## src/rtl/vga_pic_motion_ctrl.sv

```systemverilog
// Per-frame picture motion scheduler (run/stop/step FSM, bounce or wrap edges) and
// ROM address generator. Define VGA_PIC_MOTION_WRAP_EN to wrap at the edges instead of bouncing.
module vga_pic_motion_ctrl #(
    parameter int H_VALID = 640,
    parameter int V_VALID = 480,
    parameter int H_PIC   = 100,
    parameter int V_PIC   = 100,
    parameter int ADR_W   = 14
) (
    input  logic             sys_clk,
    input  logic             sys_rst,
    input  logic             vsync,
    input  logic [9:0]       pix_x,
    input  logic [9:0]       pix_y,
    input  logic             cmd_start,
    input  logic             cmd_stop,
    input  logic             cmd_step,
    input  logic [2:0]       speed_x,
    input  logic [2:0]       speed_y,
    output logic [9:0]       pic_x,
    output logic [9:0]       pic_y,
    output logic             running,
    output logic             pic_hit,
    output logic [ADR_W-1:0] rom_addr,
    output logic [1:0]       state_dbg
);

    localparam logic [10:0]      X_LIM   = 11'(H_VALID - H_PIC);
    localparam logic [10:0]      Y_LIM   = 11'(V_VALID - V_PIC);
    localparam logic [10:0]      H_PIC_W = 11'(H_PIC);
    localparam logic [10:0]      V_PIC_W = 11'(V_PIC);
    localparam logic [ADR_W-1:0] H_PIC_A = ADR_W'(H_PIC);

    typedef enum logic [1:0] {
        S_IDLE = 2'd0,
        S_RUN  = 2'd1,
        S_STEP = 2'd2
    } state_t;

    state_t             state_q, state_d;
    logic               vsync_q, vsync_d;
    logic               tick_q, tick_d;
    logic [9:0]         pic_x_q, pic_x_d, pic_y_q, pic_y_d;
    logic               dir_x_q, dir_x_d, dir_y_q, dir_y_d;
    logic               running_q, running_d;
    logic               pic_hit_q, pic_hit_d;
    logic [ADR_W-1:0]   rom_addr_q, rom_addr_d;

    // Returns {dir, pos} after one frame of motion on one axis.
    function automatic logic [10:0] axis_next(input logic [9:0]  pos,
                                              input logic        dir,
                                              input logic [2:0]  spd,
                                              input logic [10:0] lim);
        logic [10:0] p11, s11, sum, diff, wsum;
        p11  = {1'b0, pos};
        s11  = {8'd0, spd};
        sum  = p11 + s11;
        diff = p11 - s11;
        wsum = sum - (lim + 11'd1);
        axis_next = {dir, pos};
`ifdef VGA_PIC_MOTION_WRAP_EN
        if (spd != 3'd0) begin
            if (sum > lim) axis_next = {dir, wsum[9:0]};
            else           axis_next = {dir, sum[9:0]};
        end
`else
        if (spd != 3'd0) begin
            if (dir) begin
                if (sum >= lim) axis_next = {1'b0, lim[9:0]};
                else            axis_next = {1'b1, sum[9:0]};
            end else begin
                if (p11 <= s11) axis_next = {1'b1, 10'd0};
                else            axis_next = {1'b0, diff[9:0]};
            end
        end
`endif
    endfunction

    always_comb begin
        state_d = state_q;
        unique case (state_q)
            S_IDLE: begin
                if (cmd_stop)       state_d = S_IDLE;
                else if (cmd_start) state_d = S_RUN;
                else if (cmd_step)  state_d = S_STEP;
            end
            S_RUN: begin
                if (cmd_stop) state_d = S_IDLE;
            end
            S_STEP: begin
                if (cmd_stop)       state_d = S_IDLE;
                else if (cmd_start) state_d = S_RUN;
                else if (tick_q)    state_d = S_IDLE;
            end
            default: state_d = S_IDLE;
        endcase
        running_d = (state_d == S_RUN);
    end

    // Motion uses the state held before any command arriving in the same cycle.
    always_comb begin
        logic [10:0] nx, ny;
        vsync_d = vsync;
        tick_d  = vsync & ~vsync_q;
        pic_x_d = pic_x_q;
        pic_y_d = pic_y_q;
        dir_x_d = dir_x_q;
        dir_y_d = dir_y_q;
        nx = axis_next(pic_x_q, dir_x_q, speed_x, X_LIM);
        ny = axis_next(pic_y_q, dir_y_q, speed_y, Y_LIM);
        if (tick_q && (state_q == S_RUN || state_q == S_STEP)) begin
            dir_x_d = nx[10];
            pic_x_d = nx[9:0];
            dir_y_d = ny[10];
            pic_y_d = ny[9:0];
        end
    end

    always_comb begin
        logic [10:0] px, py, x_end, y_end;
        logic [9:0]  dx, dy;
        px    = {1'b0, pix_x};
        py    = {1'b0, pix_y};
        x_end = {1'b0, pic_x_q} + H_PIC_W;
        y_end = {1'b0, pic_y_q} + V_PIC_W;
        dx    = pix_x - pic_x_q;
        dy    = pix_y - pic_y_q;
        pic_hit_d = (pix_x >= pic_x_q) && (px < x_end) &&
                    (pix_y >= pic_y_q) && (py < y_end);
        rom_addr_d = '0;
        if (pic_hit_d) rom_addr_d = ADR_W'(dy) * H_PIC_A + ADR_W'(dx);
    end

    always_ff @(posedge sys_clk) begin
        if (sys_rst) begin
            state_q    <= S_IDLE;
            vsync_q    <= 1'b0;
            tick_q     <= 1'b0;
            pic_x_q    <= 10'd0;
            pic_y_q    <= 10'd0;
            dir_x_q    <= 1'b1;
            dir_y_q    <= 1'b1;
            running_q  <= 1'b0;
            pic_hit_q  <= 1'b0;
            rom_addr_q <= '0;
        end else begin
            state_q    <= state_d;
            vsync_q    <= vsync_d;
            tick_q     <= tick_d;
            pic_x_q    <= pic_x_d;
            pic_y_q    <= pic_y_d;
            dir_x_q    <= dir_x_d;
            dir_y_q    <= dir_y_d;
            running_q  <= running_d;
            pic_hit_q  <= pic_hit_d;
            rom_addr_q <= rom_addr_d;
        end
    end

    assign pic_x     = pic_x_q;
    assign pic_y     = pic_y_q;
    assign running   = running_q;
    assign pic_hit   = pic_hit_q;
    assign rom_addr  = rom_addr_q;
    assign state_dbg = state_q;

endmodule

```

## config.mk

```make
export PLATFORM = sky130hd
export DESIGN_NAME = vga_pic_motion_ctrl
export DESIGN_NICKNAME = d
export VERILOG_FILES = /design/src/rtl/vga_pic_motion_ctrl.sv
export SDC_FILE = /design/constraint.sdc
export NUM_CORES = 1
export LEC_CHECK = 0
export CORE_UTILIZATION = 60
export CTS_CLUSTER_DIAMETER = 200
export DETAILED_ROUTE_END_ITERATION = 10
export DONT_BUFFER_PORTS = 1
export PLACE_DENSITY = 0.76
export SETUP_SLACK_MARGIN = 0.3
export SYNTH_ARGS = -nofsm -noshare
export SYNTH_HDL_FRONTEND = slang
export SYNTH_SLANG_ARGS = --single-unit
```

## constraint.sdc

```tcl
create_clock -name sys_clk -period 10.77 [get_ports sys_clk]
set_clock_uncertainty 0.1 [all_clocks]
set_input_delay 2.6925 -clock sys_clk [delete_from_list [all_inputs] [get_ports sys_clk]]
set_output_delay 2.6925 -clock sys_clk [all_outputs]
set_load 0.01 [all_outputs]
```

### Yosys cells after proc, flatten, opt, wreduce, memory -nomap -nowiden

Cells that the tools add are included.

* register bits: 42
* logic and storage cells: 59
* bits of input ports: 32
* output and inout port bits: 38

* muxes and demuxes: 14
* add/sub/neg operators: 9
* magnitude comparators: 8
* multipliers: 1
* eq/ne operators: 3
* bitwise logic cells: 3
* reductions and logical operators: 11

Operator list (number)
* 11-bit two-way mux: 6
* 10-bit by 3-bit adder with 11-bit output: 2
* 10-bit by 7-bit adder with 11-bit output, second input constant: 2
* 10-bit by 11-bit < comparator with 1-bit output: 2
* 10-bit greater-or-equal comparator: 2
* 10-bit by 3-bit less-or-equal comparator with 1-bit output: 2
* 10-bit subtractor: 2
* 10-bit by 3-bit subtractor with 10-bit output: 2
* 14-bit by 10-bit adder with 14-bit output: 1
* 2-bit two-way mux: 7
* 10-bit by 5-bit multiplier with 12-bit output, second input constant: 1
* 11-bit by 10-bit greater-or-equal comparator with 1-bit output, second input constant: 1
* 11-bit by 9-bit greater-or-equal comparator with 1-bit output, second input constant: 1
* 2-bit case mux with 3 select lines: 1
* 3-bit nonzero test: 2
* 2-bit by 1-bit equality test with 1-bit output, second input constant: 2
* 1-bit logical AND: 4
* 2-bit AND reduction: 2
* 2-bit equality test, second input constant: 1
* 2-bit zero test: 1
* 1-bit inverter: 2
* 2-bit OR reduction: 1
* 1-bit bitwise AND: 1
* 1-bit logical OR: 1

### Depth between registers and ports, before layout

* depth after elaboration: 7
* mapped depth: 21
* gate-level depth less buffers: 21

### Worst setup path before layout

No wires, ideal clock.

* kind: in2reg
* from: in pix_y[0]
* to: reg rom_addr_q[13], in the netlist rom_addr[13]
* arrival time: 6.540 ns
* library setup time: 0.064 ns
* path buffers: 0
* required time: 10.606 ns
* stages: 19
* slack: 4.066 ns
* cell sequence: inv_1 -> ha_1 -> fa_1 -> nand2b_1 -> a21oi_2 -> xor2_1 -> ha_1 -> ha_1 -> inv_1 -> fa_1 -> inv_1 -> ha_1 -> xnor2_1 -> ha_1 -> o21a_1 -> a21oi_1 -> nor3b_1 -> xnor3_1 -> nor2_1

* longest elaborated chain between the ends: 5
* elaborated cells on any way between the ends: 9
* classes of those cells: add/sub (2); mul (1); order compare (2); bitwise (1); reduce/logical (3)

Ends and longest elaborated chain
* from (decl): RTL line 14 `input logic [9:0] pix_y,`
* parallel branches: the longest is 5 deep, another holds 14-bit by 10-bit adder with 14-bit output
* to (signal assigned): RTL line 156 `rom_addr_q <= rom_addr_d;`
* to (decl): RTL line 47 `logic [ADR_W-1:0] rom_addr_q, rom_addr_d;`

Parallel ways; which one is timed is not known.
A chain may end at the register's enable or synchronous reset.

### Worst setup path after layout

Same ends and word-level chain as after synthesis.

==> results.toml <==
[outcome]
status = "finished clean"

[floorplan]
initial_core_util_pct = 62.3
dieArea_um2 = 9000
pin_count = 70
dieWidth_um = 94.9
rows = 33
core_um2 = 8300
die_h_um = 94.9

[routing]
drtIter0Drc = 168
ant_nets = 0
routed_via_density = 6.10
dr.pass1.iters = 5
drc = 0
wl_per_cell_um = 16.2
wirelength_mm = 12.1
vias = 4549

[worst_setup_path]
max_stage_delay_ps = 550
cp-end-kind = "flip-flop"
cp.arrival_ps = 6900
rr_worst_depth = 20
crit_fanout = 4
path_class = "input port to flip-flop"
critPathSlowestCell = "fa_1"
r2r-start = "pic_y[1]"
r2r_slack_ps = 5630
cp_cell_sequence = "inv_1 > ha_1 > fa_1 > nand2b_1 > a21oi_2 > a21o_1 > a21o_1 > xor2_1 > inv_1 > fa_1 > inv_1 > ha_1 > a21oi_1 > xnor2_1 > ha_1 > o21a_1 > a21oi_1 > nor3b_1 > xnor3_1 > nor2_1"
r2r_end = "rom_addr[13]"
endpoint = "rom_addr[13]"
start_kind = "input port"
required_ps = 10900
crit_path_start = "pix_y[0]"

[logic_synthesis]
netlist_instances = 654
synthTopCellsByArea = "ha_1, dfxtp_1, xnor2_1"
synth_top_cell_by_area = "ha_1"
synthTopCellsByCount = "ha_1, inv_1, nor2_1, a21oi_1, xnor2_1"
synthSimpleGateAreaFrac_pct = 17.4
synth_top_cell_area_share_pct = 20.8
syn_nets = 784
ys_warn_count = 0
synth.yosys.seq_area_share_pct = 16.3
synth_top_family_by_area = "adder cells"
synth_compound_area_share_pct = 23.0
synth_adder_area_share_pct = 25.4
yosysUniqueCellTypes = 66
synthXorXnorAreaFrac_pct = 9.92
synth_edf_count = 0
muxShareOfSynthArea_pct = 0.193
yosysMostFrequentCell = "ha_1"
yosys_most_used_dff = "dfxtp_1"
synth.ff_latch_count = 42
syn_area_per_cell_um2 = 7.91
mappedNetlistArea_um2 = 5170
postSynth.asyncResetShare_pct = 0

[sta]
tns_ps = 0
slew_headroom_pct = 60.2
finalCritPeriodShare_pct = 62.8
rsz0062_at_grt = "false"
period_needed_ps = 6770
finalHoldViolations = 0
clock.fmax_mhz = 148
tightest_slew_ps = 582
setup_viol = 0
drv_slew = 0

[finish]
drive_gt1_share_pct = 4.84
fin_area_um2 = 5310
diodes = 0
fin_nets = 771
nFillCells = 738
final_core_util_pct = 64.0
syn2layout_area_growth_pct = 2.68

[clock_tree]
root_buffer = "clkbuf_8"
cts_resized = 0
cts_hold_buf = 0
numCtsBuffers = 5
cts.reportedPaths.clkPinSlew_ps = 90
cts_tree = "built"
cts_sinks = 42
clock_latency_ps = 300
clk_path_buf_depth = 2
post_cts_buffers = 0
htree_levels = 2

[global_routing]
track_usage_pct = 28.3
grt_pass1_vias = 4475
grt_max_degree = 23
grt_overflow = 0
antenna_found_initial = 0
grt_pass1_wl_mm = 20.2

[placed_design]
placed_area_um2 = 5200
dp_hpwl_mm = 9.90
gp_congestion = 0.925
port_buffers = 0

[power_and_ir_drop]
powerDensity_nw_per_um2 = 125
power_switching_uw = 261
power_frac_comb_pct = 55.3
p_leak_nw = 2.33
intPower_uw = 402
pwr-share-clk_pct = 20.0
seqPwrFrac_pct = 24.7
ir_drop_mv = 0.0769
switching_share_pct = 39.3

[worst_hold_path]
hp-class = "flip-flop to flip-flop"
min_from = "vsync_q"

[run]
cap_violations = 0
cell usage in the layout, fill, tap and decap left out, types with 5 or more instances in the layout:
cell and instances:
a21oi_1 49, nor2b_1 14, dfxtp_1 42, nor4_1 5, xor2_1 13, o21bai_1 7
inv_1 74, o21a_1 5, xnor2_1 43, o21ai_0 39, fa_1 12, ha_1 86
a211oi_1 6, a21o_1 17, a21oi_2 6, nor3_1 20, nand3_1 11, nand2_1 37
and3_1 8, nor2_1 53, o211ai_1 6, clkbuf_8 6, nand2b_1 6
per-layer routing:
layer / GRT usage [%] / vias up / wire [µm]
li1: - / 2268 / -
met1: 35.6 / 2110 / 5340
met2: 48.8 / 151 / 5830
met3: 5.15 / 20 / 716
met4: 8.33 / 0 / 228
met5: 0 / - / 0
registers in the layout, indices dropped and copies added, names as in the netlist:
signal and cells:
dir_x_q 1, dir_y_q 1, pic_hit 1, pic_x 10, pic_y 10, rom_addr 14, running 1, state_dbg 2
tick_q 1, vsync_q 1
power by group through the flow:
stage	logic [mW]	registers (mW)	clock network [mW]
after detailed placement	0.364	0.167	0
after global placement	0.348	0.167	0
after global routing	0.415	0.165	0.140
after CTS	0.365	0.164	0.133
final	0.367	0.164	0.132
after floorplan	0.304	0.166	0
worst min path at each step:
stage / to / slack (ps) / depth (start not counted)
finish: tick_q / 300 / 1
global route: tick_q / 310 / 1
CTS: tick_q / 300 / 1
detailed placement: tick_q / 280 / 1
global placement: tick_q / 280 / 1
floorplan: tick_q / 270 / 1
critical path: cells and delay by family:
| family | cells | cell delay (ps) |
|---|---|---|
| compound gates | 6 | 990 |
| simple gates | 3 | 520 |
| fa+ha+maj | 5 | 1820 |
| buf+inv | 3 | 190 |
| xor+xnor | 3 | 660 |
through the flow:
step,setup WS (ps),power (mW),std cells,hold WS (ps)
after global routing,3690,0.719,746,308
final,4000,0.663,746,296
after floorplan,4070,0.471,654,267
after detailed placement,3720,0.531,739,282
after global placement,3840,0.515,739,277
after CTS,4040,0.662,746,304
area by class of cell:
type                       count  area [µm²]  area share (%)
timing repair buffer           2        15.0           0.283
clock buffer                   6        82.6            1.55
clock inverter                 1        30.0           0.565
inverter                      75         282            5.30
multi-input combinational    515        3930            74.0
sequential                    42         841            15.8
tap                          105         131            2.47
logic make-up after synthesis:
kind of cell / Yosys count
AOI/OAI and AO/OA: 180
and+or+nand+nor: 179
adders and majority gates: 98
buffers and inverters: 97
xor gates and xnor gates: 57
DFF: 42
muxes: 1
No activity file was read; power rests on OpenSTA's default activity.
